===== src/rtl/fft_pkg.sv =====
// Shared types and helpers for the UART-to-FFT sample loader: state encoding,
// bytes-per-sample derivation, timeout product and index bit reversal.
package fft_pkg;

  typedef enum logic [1:0] {
    IDLE    = 2'd0,
    COLLECT = 2'd1,
    WRITE   = 2'd2,
    FULL    = 2'd3
  } state_t;

  localparam int DEF_T_1_BIT      = 5207;
  localparam int DEF_BIT_WIDTH    = 29;
  localparam int DEF_TIMEOUT_BITS = 20;

  function automatic int calc_bps(input int bw);
    return (bw + 7) / 8;
  endfunction

  function automatic logic [31:0] calc_tmo(input int t_bit, input int n_bits);
    return 32'(t_bit * n_bits);
  endfunction

  localparam int          BPS = calc_bps(DEF_BIT_WIDTH);
  localparam logic [31:0] TMO = calc_tmo(DEF_T_1_BIT, DEF_TIMEOUT_BITS);

  // Reverses the low 'size' bits of idx; bits at and above 'size' come back as zero.
  function automatic logic [31:0] bit_reverse(input logic [31:0] idx, input int size);
    logic [31:0] r;
    r = '0;
    for (int i = 0; i < 32; i++) begin
      if (i < size) r[size - 1 - i] = idx[i];
    end
    return r;
  endfunction

endpackage


===== src/rtl/fft_uart_sample_loader_byte_assembler.sv =====
// Little-endian byte lane assembler with an inter-byte timeout that discards a
// partially received sample.
module byte_assembler #(
  parameter int          BPS = 4,
  parameter int          BW  = 29,
  parameter logic [31:0] TMO = 32'd200
) (
  input  logic          clk,
  input  logic          rst,
  input  logic          en,
  input  logic          rx_valid,
  input  logic [7:0]    rx_byte,
  output logic          word_ready,
  output logic [BW-1:0] word,
  output logic          timeout
);

  localparam int              CW        = (BPS > 1) ? $clog2(BPS) : 1;
  localparam logic [CW-1:0]   LAST_LANE = CW'(BPS - 1);

  logic [8*BPS-1:0] shift_q;
  logic [8*BPS-1:0] word_next;
  logic [CW-1:0]    byte_cnt;
  logic [31:0]      tmo_cnt;
  logic             take;

  // Lane 0 starts a fresh sample, so stale upper lanes are cleared with it.
  always_comb begin
    word_next = (byte_cnt == '0) ? '0 : shift_q;
    word_next[8*int'(byte_cnt) +: 8] = rx_byte;
  end

  assign take       = en && rx_valid;
  assign word_ready = take && (byte_cnt == LAST_LANE);
  assign timeout    = !rx_valid && (byte_cnt != '0) && (tmo_cnt == TMO - 32'd1);
  assign word       = word_next[BW-1:0];

  always_ff @(posedge clk or posedge rst) begin
    if (rst) begin
      shift_q  <= '0;
      byte_cnt <= '0;
      tmo_cnt  <= '0;
    end else if (take) begin
      shift_q  <= word_next;
      tmo_cnt  <= '0;
      byte_cnt <= word_ready ? '0 : byte_cnt + 1'b1;
    end else if (byte_cnt != '0) begin
      if (timeout) begin
        byte_cnt <= '0;
        tmo_cnt  <= '0;
      end else begin
        tmo_cnt <= tmo_cnt + 32'd1;
      end
    end
  end

endmodule


===== src/rtl/fft_uart_sample_loader.sv =====
// Assembles UART bytes into samples, writes them to FFT memory at bit-reversed
// addresses, and holds off after a full frame until the FFT reports done.
module fft_uart_sample_loader
  import fft_pkg::*;
#(
  parameter int t_1_bit      = 5207,
  parameter int bit_width    = 29,
  parameter int N            = 16,
  parameter int SIZE         = 4,
  parameter int TIMEOUT_BITS = 20
) (
  input  logic                 clk,
  input  logic                 rst_n,
  input  logic                 rx_valid,
  input  logic [7:0]           rx_byte,
  input  logic                 fft_done,
  output logic                 wr_en,
  output logic [SIZE-1:0]      wr_addr,
  output logic [bit_width-1:0] wr_data,
  output logic                 frame_done,
  output logic                 busy,
  output logic                 drop,
  output state_t               state_dbg
);

  localparam int              BYTES    = calc_bps(bit_width);
  localparam logic [31:0]     TMO_CLKS = calc_tmo(t_1_bit, TIMEOUT_BITS);
  localparam logic [SIZE-1:0] LAST_IDX = SIZE'(N - 1);

  // Handshake: rx_valid is a one-cycle strobe with no back-pressure; a byte is
  // either consumed by the assembler the cycle it appears or reported via drop.
  state_t                 state_q, state_d;
  logic [SIZE-1:0]        sample_idx;
  logic                   last_q;
  logic                   asm_en;
  logic                   word_ready;
  logic                   timeout;
  logic [bit_width-1:0]   word;

  // The write cycle of the final sample already belongs to the held-off frame.
  assign asm_en = (state_q != FULL) && !(state_q == WRITE && last_q);

  byte_assembler #(
    .BPS (BYTES),
    .BW  (bit_width),
    .TMO (TMO_CLKS)
  ) u_byte_assembler (
    .clk        (clk),
    .rst        (rst_n),
    .en         (asm_en),
    .rx_valid   (rx_valid),
    .rx_byte    (rx_byte),
    .word_ready (word_ready),
    .word       (word),
    .timeout    (timeout)
  );

  always_comb begin
    state_d = state_q;
    case (state_q)
      IDLE: begin
        if (word_ready)    state_d = WRITE;
        else if (rx_valid) state_d = COLLECT;
      end
      COLLECT: begin
        if (word_ready)   state_d = WRITE;
        else if (timeout) state_d = IDLE;
      end
      WRITE: begin
        if (last_q)          state_d = FULL;
        else if (word_ready) state_d = WRITE;
        else if (rx_valid)   state_d = COLLECT;
        else                 state_d = IDLE;
      end
      FULL: begin
        if (fft_done) state_d = IDLE;
      end
      default: state_d = IDLE;
    endcase
  end

  always_ff @(posedge clk or posedge rst_n) begin
    if (rst_n) state_q <= IDLE;
    else       state_q <= state_d;
  end

  // Address and index advance on the completing byte so wr_en lands one cycle later.
  always_ff @(posedge clk or posedge rst_n) begin
    if (rst_n) begin
      wr_en      <= 1'b0;
      wr_addr    <= '0;
      wr_data    <= '0;
      frame_done <= 1'b0;
      sample_idx <= '0;
      last_q     <= 1'b0;
    end else begin
      wr_en      <= word_ready;
      frame_done <= (state_q == WRITE) && last_q;
      if (word_ready) begin
        wr_addr    <= SIZE'(bit_reverse(32'(sample_idx), SIZE));
        wr_data    <= word;
        last_q     <= (sample_idx == LAST_IDX);
        sample_idx <= (sample_idx == LAST_IDX) ? '0 : sample_idx + 1'b1;
      end
    end
  end

  assign busy      = (state_q == FULL);
  assign drop      = rx_valid && !asm_en;
  assign state_dbg = state_q;

endmodule


===== config.mk =====
export PLATFORM = sky130hd
export DESIGN_NAME = fft_uart_sample_loader
export DESIGN_NICKNAME = d
export VERILOG_FILES = /design/src/rtl/fft_pkg.sv /design/src/rtl/fft_uart_sample_loader_byte_assembler.sv /design/src/rtl/fft_uart_sample_loader.sv
export SDC_FILE = /design/constraint.sdc
export NUM_CORES = 1
export LEC_CHECK = 0
export ABC_AREA = 1
export BUFFER_PORTS_ARGS = -buffer_cell sky130_fd_sc_hd__buf_2
export CORE_MARGIN = 10
export CORE_UTILIZATION = 40
export DETAILED_ROUTE_END_ITERATION = 10
export PLACE_DENSITY = 0.53
export SLEW_MARGIN = 20
export SYNTH_ARGS = -nofsm -noshare
export SYNTH_HDL_FRONTEND = slang
export SYNTH_SLANG_ARGS = --single-unit

===== constraint.sdc =====
create_clock -name clk -period 4 [get_ports clk]
set_input_delay 0.8 -clock clk [delete_from_list [all_inputs] [get_ports clk]]
set_output_delay 0.8 -clock clk [all_outputs]
set_load 0.005 [all_outputs]

# Word-level counts from Yosys, hierarchy flattened
# Index checks and enable logic that the tools add are counted.
# totals
regBits	108
output_inout_bits	39
wordCells	61
# classes
n_addsub	4
n_eq_ne	10
shifts	2
n_mux	18
reduce_logical	17
# ops
operator	n
$mux 32	4
$neg 5->33	1
$shift 8x33->32 const A	1
$shiftx 8x33->32	1
$add 32x1->32 const B	1
$bwmux 32	1
$eq 32x17->1 const B	1
$mux 2	10
$pmux 2 s4	1
$logic_and 1x1->1	7
$eq 2x2->1 const B	3
$ne 3x2->1 const B	2
$reduce_bool 2->1	3
$add 4x1->4 const B	1
$eq 4x4->1 const B	1
$logic_not 2->1	2
$mux 4	1
$ne 2x2->1 const B	2
$logic_not 1->1	3
$reduce_and 3->1	1
$add 2x1->2 const B	1
$eq 2x1->1 const B	1
$reduce_and 2->1	1
$mux 1	1

# Depth between registers and ports, before layout
# Gate-level depths: netlist (run 1).
# depth
ltp_word	9
depth_mapped	11

# By module
# From an unflattened synthesis (run 1), not the netlist that was laid out.
# unflattened
hier_cells	764
hier_area_um2	5629.1
# by_module_without_submodules
mod	n_inst	cells_each	area_per_inst_um2	seq_area_each_um2
byte_assembler	1	572	3938.8	1576.5
fft_uart_sample_loader	1	192	1690.4	1051.0

# Least setup slack after synthesis (run 1)
# Ideal clock, no wire load.
# synth_path
path_type	input to output
from	in rx_valid
to	out drop
arrival_ns	0.970
required_ns	3.200
setup_slack_ns	2.230
path_stages	2
path_buffers	0
path_cell_list	inv_1 > a21oi_1
# synth_between
elab_chain_cells	1
# synth_lines
item	line_no	source
start, declared	fft_uart_sample_loader.sv:14	input logic rx_valid,
$logic_and 1x1->1	fft_uart_sample_loader.sv:109	assign drop = rx_valid && !asm_en;
end, declared	fft_uart_sample_loader.sv:22	output logic drop,
# Every way passes these cells.

# Worst setup path after layout (run 1)
# layout_path
from	reg u_byte_assembler.byte_cnt[0]
to	reg u_byte_assembler.byte_cnt[0]
# layout_between
elab_chain_cells	5
elab_cells_between_ends	11
# layout_lines
item	line_no	source
start, declared	fft_uart_sample_loader_byte_assembler.sv:23	logic [CW-1:0] byte_cnt;
start signal, assigned	fft_uart_sample_loader_byte_assembler.sv:46	byte_cnt <= word_ready ? '0 : byte_cnt + 1'b1;
branches (longest 5 deep; another with $add 2x1->2)	-	
# Several ways; the timed one is not identified.
# A chain may end at the register's enable or synchronous reset.

==> impl_metrics.toml, run 1 <==
[timing]
fin_skew_ps = 7.74
fin_crit_sh_pct = 66.3
tns_ps = 0
maxSlewViolCount = 0
hold_viol = 0
relSlewSlack_pct = 38.8
max_freq_mhz = 377
rsz0062_at_grt = "no"
tightest_slew_ps = 917
setup_slack_ps = 1350
holdWs_ps = 475
setup_viol = 0
period_minus_slack_ps = 2650

[global_routing]
track_usage_pct = 15.6
grt_max_degree = 81
grt_antenna_before_repair = 0
grt_pass1_vias = 4453
grt_overflow = 0
grt_pass1_wl_um = 23500

[yosys]
syn-cell-area_um2 = 5460
ys_seq_elements = 101
yosys.area.top_type = "dfrtp_1"
yosys_warnings = 0
syn_avg_cell_area_um2 = 7.42
yosysMostFrequentCell = "nand2_1"
synthArstFlopShare_pct = 100
syn_nets = 755
synth-edff-count = 0
postSynthCellCount = 736
synth_ff_type = "dfrtp_1"
seq_area_frac_synth_pct = 46.3
synth_area_leaders = "dfrtp_1 46%, nand2_1 18%, nor2_1 6.9%, inv_1 5.2%, nand3_1 2.9%"
post-synth-top-area-fraction_pct = 46.3
synth_common_cells = "269 x nand2_1, 101 x dfrtp_1, 100 x nor2_1"
synth_cell_type_count = 36

[critical_path]
critPathSlowestCell = "ha_1"
endpoint_kind = "flip-flop"
worst-endpoint-arrival_ps = 2920
crit_path_start_kind = "flip-flop"
crit_type = "reg -> reg"
path_max_fanout = 22
max_stage_delay_ps = 800
critPathRequiredTime_ps = 4270
path_cells = "inv_1 -> ha_1 -> inv_2 -> nand2_1 -> nor2_1 -> nand2_1 -> nor2_1 -> nand3_2 -> nand2_4 -> o21ai_0"

[pwr]
p_switching_mw = 1.38
swShare_pct = 38.5
pwr-share-seq_pct = 40.6
pwr-share-comb_pct = 33.5
peakVddDrop_uv = 245
clockPowerShare_pct = 26.0
intPower_mw = 2.21
p_leak_nw = 3.05
power_density_nw_per_um2 = 585

[routing]
drt_iter0_markers = 365
post_drt_wl_per_cell_um = 14.8
ant_nets = 0
viasPerCell = 4.97
route.detailed.drc = 0
dr.pass1.iters = 7
vias = 4761
drt_wl_total_um = 14200

[finish]
final_nets = 795
syn2layout_area_growth_pct = 12.4
finalNonFillerCells = 957
antenna_cells = 0
post-route-util_pct = 46.2
final_layout_size_suffix_gt1_share_pct = 12.8

[die]
fp.dieW_um = 137
core_area_um2 = 13300
rows = 42
die-area_um2 = 18700
initial_core_util_pct = 41.1
die_h_um = 137
ios = 51

[clocking]
cts_tree = "built"
hold_buffers = 0
numCtsBuffers = 9
postCtsSetupBuffers = 0
h-tree-depth = 3
clock_sinks = 101
cts_root_buf = "clkbuf_16"
clk_latency_ps = 360
clk_path_buf_depth = 2
post_cts_resized = 0
clk_pin_slew_ps = 70

[run]
max-cap-violations = 0

[placed_design]
placed_cells = 941
pre_cts_slack_ps = 1410
gp_congestion = 0.860
port_buffers = 50
dp_hpwl_um = 10200

[min_path]
hp-class = "reg -> reg"

[run_status]
status = "complete, no violations"
==> power groups by stage <==
stage	combinational (mW)	clock, mW	sequential [mW]
after global routing	1.38	1.00	1.49
after global placement	1.19	0	1.46
after CTS	1.22	0.966	1.46
final	1.20	0.933	1.46
after detailed placement	1.21	0	1.47
after floorplan	0.841	0	1.47
==> layer usage <==
layer / routed length [um] / part of all wire (%) / GRT usage [%]
met1: 7440 / 53 / 23.6
met4: 216 / 1.5 / 5.39
met5: 0 / 0 / 0
met3: 645 / 4.6 / 3.12
met2: 5860 / 41 / 21.3
==> final timing paths <==
path | startpoint | endpoint | slack [ps] | depth (start not counted)
max | u_byte_assembler.byte_cnt[0] | u_byte_assembler.byte_cnt[0] | 1350 | 10
min | wr_data[24] | wr_data[24] | 480 | 2
max reg2reg | u_byte_assembler.byte_cnt[0] | u_byte_assembler.byte_cnt[0] | 1350 | 10
min reg2reg | wr_data[24] | wr_data[24] | 480 | 2
max in group asynchronous | rst_n | u_byte_assembler.tmo_cnt[4] | 2700 | 3
min in group asynchronous | rst_n | wr_data[4] | 590 | 2
==> flip-flops by register name, summed over array words and instances (netlist names) <==
signal and flops:
wr_en 1, frame_done 1, sample_idx 4, last_q 1
wr_addr 4, u_byte_assembler.byte_cnt 2, state_dbg 2, u_byte_assembler.shift_q 25
u_byte_assembler.tmo_cnt 32, wr_data 29
==> kinds of logic (layout without fill, tap and decap cells) <==
group / count (synthesis) / in the layout / share of synthesized area, %
xor gates and xnor gates: 12 / 12 / 1.92
DFF: 101 / 101 / 46.3
adders and majority gates: 7 / 7 / 1.60
buffers and inverters: 105 / 150 / 8.09
AOI/OAI and AO/OA: 66 / 66 / 7.31
and+or+nand+nor: 445 / 445 / 34.8
==> per-stage QoR <==
stage               area [um2]  power [mW]
floorplan                 5460        2.31
global placement          5820        2.66
detailed placement        5820        2.69
CTS                       6140        3.64
global route              6140        3.87
finish                    6140        3.59
==> placed cells by master, fill, tap and decap left out, drive strengths merged <==
master	count
o31ai	8
dfrtp	101
o2111ai	1
o32ai	8
nand4	17
nor2	107
inv	83
bufinv	1
nand2	279
ha	7
o21ai	32
buf	53
clkinv	2
a21oi	6
nand3	34
or2	1
clkbuf	11
o22ai	9
a31oi	1
xor2	10
xnor2	2
o21a	1
nor3	7
==> area by class of cell <==
| class | instances | area [um2] |
|---|---|---|
| fillers | 1380 | 7160 |
| flip-flops and latches | 101 | 2530 |
| multi-input cells | 530 | 2490 |
| inverters | 81 | 309 |
| repair buffers | 53 | 273 |
| clock buffers | 11 | 253 |
| well taps | 176 | 220 |
| clock inverters | 5 | 65.1 |
==> critical path, delay by kind of cell, from the launching register on <==
family          cells  cell delay [ps]
buf+inv             2              530
flops               1              420
compound gates      1              200
simple gates        6              610
fa+ha+maj           1              800
(Power assumes the default switching activity.)
==> run 2: changes to the inputs <==
--- a/config.mk
+++ b/config.mk
@@ -10,7 +10,7 @@
 export CORE_MARGIN = 10
 export CORE_UTILIZATION = 40
 export DETAILED_ROUTE_END_ITERATION = 10
-export PLACE_DENSITY = 0.53
+export PLACE_DENSITY = 0.56
 export SLEW_MARGIN = 20
 export SYNTH_ARGS = -nofsm -noshare
 export SYNTH_HDL_FRONTEND = slang
==> constraint.sdc (replaced) <==
create_clock -name clk -period 2.3 [get_ports clk]
set_input_delay 0.46 -clock clk [delete_from_list [all_inputs] [get_ports clk]]
set_output_delay 0.46 -clock clk [all_outputs]
set_load 0.005 [all_outputs]
==> run 2 against run 1 <==
Compared with the run above: via count is 0.42% lower; first-iteration DRC count up 18%; non-clock buffer count grew 5; clock skew rose by 2.3 ps; clock power is 71% higher; clock-buffer cell count fell by 2; critical path depth shrank 1; sequential cell count stayed put; final cell count is 0.52% higher; hold slack worse by 360 ps; die area stayed put; combinational power rose by 82%; critical path type unchanged.
==> impl_metrics.toml, run 2 (same netlist as run 1, synthesis figures left out) <==
[timing]
setup_viol = 0
rsz0062_at_grt = "no"
period_minus_slack_ps = 1970
setup_slack_ps = 328
max_freq_mhz = 507
hold_viol = 0
fin_crit_sh_pct = 85.7
tightest_slew_ps = 652
maxSlewViolCount = 0
relSlewSlack_pct = 56.5
holdWs_ps = 115
fin_skew_ps = 10.0
tns_ps = 0

[finish]
design_area_um2 = 6200
final_layout_size_suffix_gt1_share_pct = 13.4
post-route-util_pct = 46.6
syn2layout_area_growth_pct = 13.6
antenna_cells = 0
layout_commonest_cell = "nand2_1"
largest_reg_flops = 32
final_nets = 800
top_regs = "u_byte_assembler.tmo_cnt x32, wr_data x29, u_byte_assembler.shift_q x25"
layout_common_cells = "269 x nand2_1, 101 x dfrtp_1, 100 x nor2_1, 75 x inv_1, 50 x buf_2"
top_register = "u_byte_assembler.tmo_cnt"

[pwr]
power_density_nw_per_um2 = 1020
p_leak_nw = 3.07
peakVddDrop_uv = 507

[placed_design]
dp_hpwl_um = 10200
dpl_cell_area_um2 = 5890
port_buffers = 50
gp_congestion = 0.905
pre_cts_slack_ps = 323

[critical_path]
critPathRequiredTime_ps = 2570
path_max_fanout = 19
endpoint_kind = "flip-flop"
path_cells = "inv_1 -> ha_1 -> buf_4 -> nand2_1 -> inv_1 -> nand3_1 -> o31ai_1 -> nand2_1 -> o21ai_0"
cp_num_buf_inv = 3
max_stage_delay_ps = 420
critPathSlowestCell = "dfrtp_1"
worst-endpoint-arrival_ps = 2240
crit_type = "reg -> reg"
critical-path-top-delay-family = "buffers and inverters"
crit_path_start_kind = "flip-flop"
rrSetupSlack_ps = 330

[global_routing]
grt_pass1_wl_um = 23600
grt_pass1_vias = 4677
grt_max_degree = 56
grt_antenna_before_repair = 0
grt_overflow = 0
track_usage_pct = 15.5

[die]
die_h_um = 137
ios = 51
initial_core_util_pct = 41.1
rows = 42
die-area_um2 = 18700
core_area_um2 = 13300
fp.dieW_um = 137

[routing]
post_drt_wl_per_cell_um = 14.6
maxUsedRoutingLayer = "met4"
wl_met1_um = 7180
drt_iter0_markers = 429
route.met2.wl_um = 6080
route.detailed.drc = 0
drt_wl_total_um = 14100
dr.pass1.iters = 5
route.met3.wl_um = 636
ant_nets = 0
viasPerCell = 4.93
vias = 4741

[clocking]
h-tree-depth = 3
post_cts_resized = 0
hold_buffers = 0
numCtsBuffers = 9
cts_root_buf = "clkbuf_16"
clock_sinks = 101
clk_pin_slew_ps = 70
clk_path_buf_depth = 2
cts_tree = "built"
clk_latency_ps = 360
postCtsSetupBuffers = 0

[run_status]
status = "complete, no violations"

[run]
max-cap-violations = 0

[min_path]
hp-class = "in -> async"
## run 2: area by class of cell
type / instances / area [um2]
fill: 1327 / 7090
tap: 176 / 220
sequential: 101 / 2530
clock buffer: 9 / 225
clock inverter: 7 / 82.6
timing repair buffer: 58 / 348
inverter: 81 / 308
multi-input combinational: 530 / 2490
## run 2: through the flow
stage                     total power, mW  cells
after floorplan                      4.01    736
after global placement               4.71    946
after detailed placement             4.76    946
after CTS                            6.38    962
after global routing                 6.77    962
final                                6.32    962
## run 2: worst reg2reg max path, cell delays in order (launching register included)
cell and delay, ps:
dfrtp_1 420, inv_1 190, ha_1 330, buf_4 290
nand2_1 80, inv_1 170, nand3_1 110, o31ai_1 120
nand2_1 80, o21ai_0 80
## run 2: report_power, final
part	switching [mW]	internal, mW	total (mW)
combinational	1.45	0.736	2.18
clock	0.735	0.862	1.60
sequential	0.283	2.25	2.54
## run 2: worst paths after layout
kind,start,end,cells after the start
worst max-delay path,u_byte_assembler.byte_cnt[0],u_byte_assembler.shift_q[0],9
worst max register to register,u_byte_assembler.byte_cnt[0],u_byte_assembler.shift_q[0],9
worst min register to register,wr_data[2],wr_data[2],2
min in group clk,fft_done,state_dbg[1],4
max in group asynchronous,rst_n,u_byte_assembler.tmo_cnt[27],3
worst min-delay path,rst_n,wr_data[7],2
## run 2: layer usage
metal  GRT usage (%)  vias up
li1                -     2401
met1            21.9     2231
met2            23.2       97
met3            3.15       12
met4            5.21        0
met5               0        -
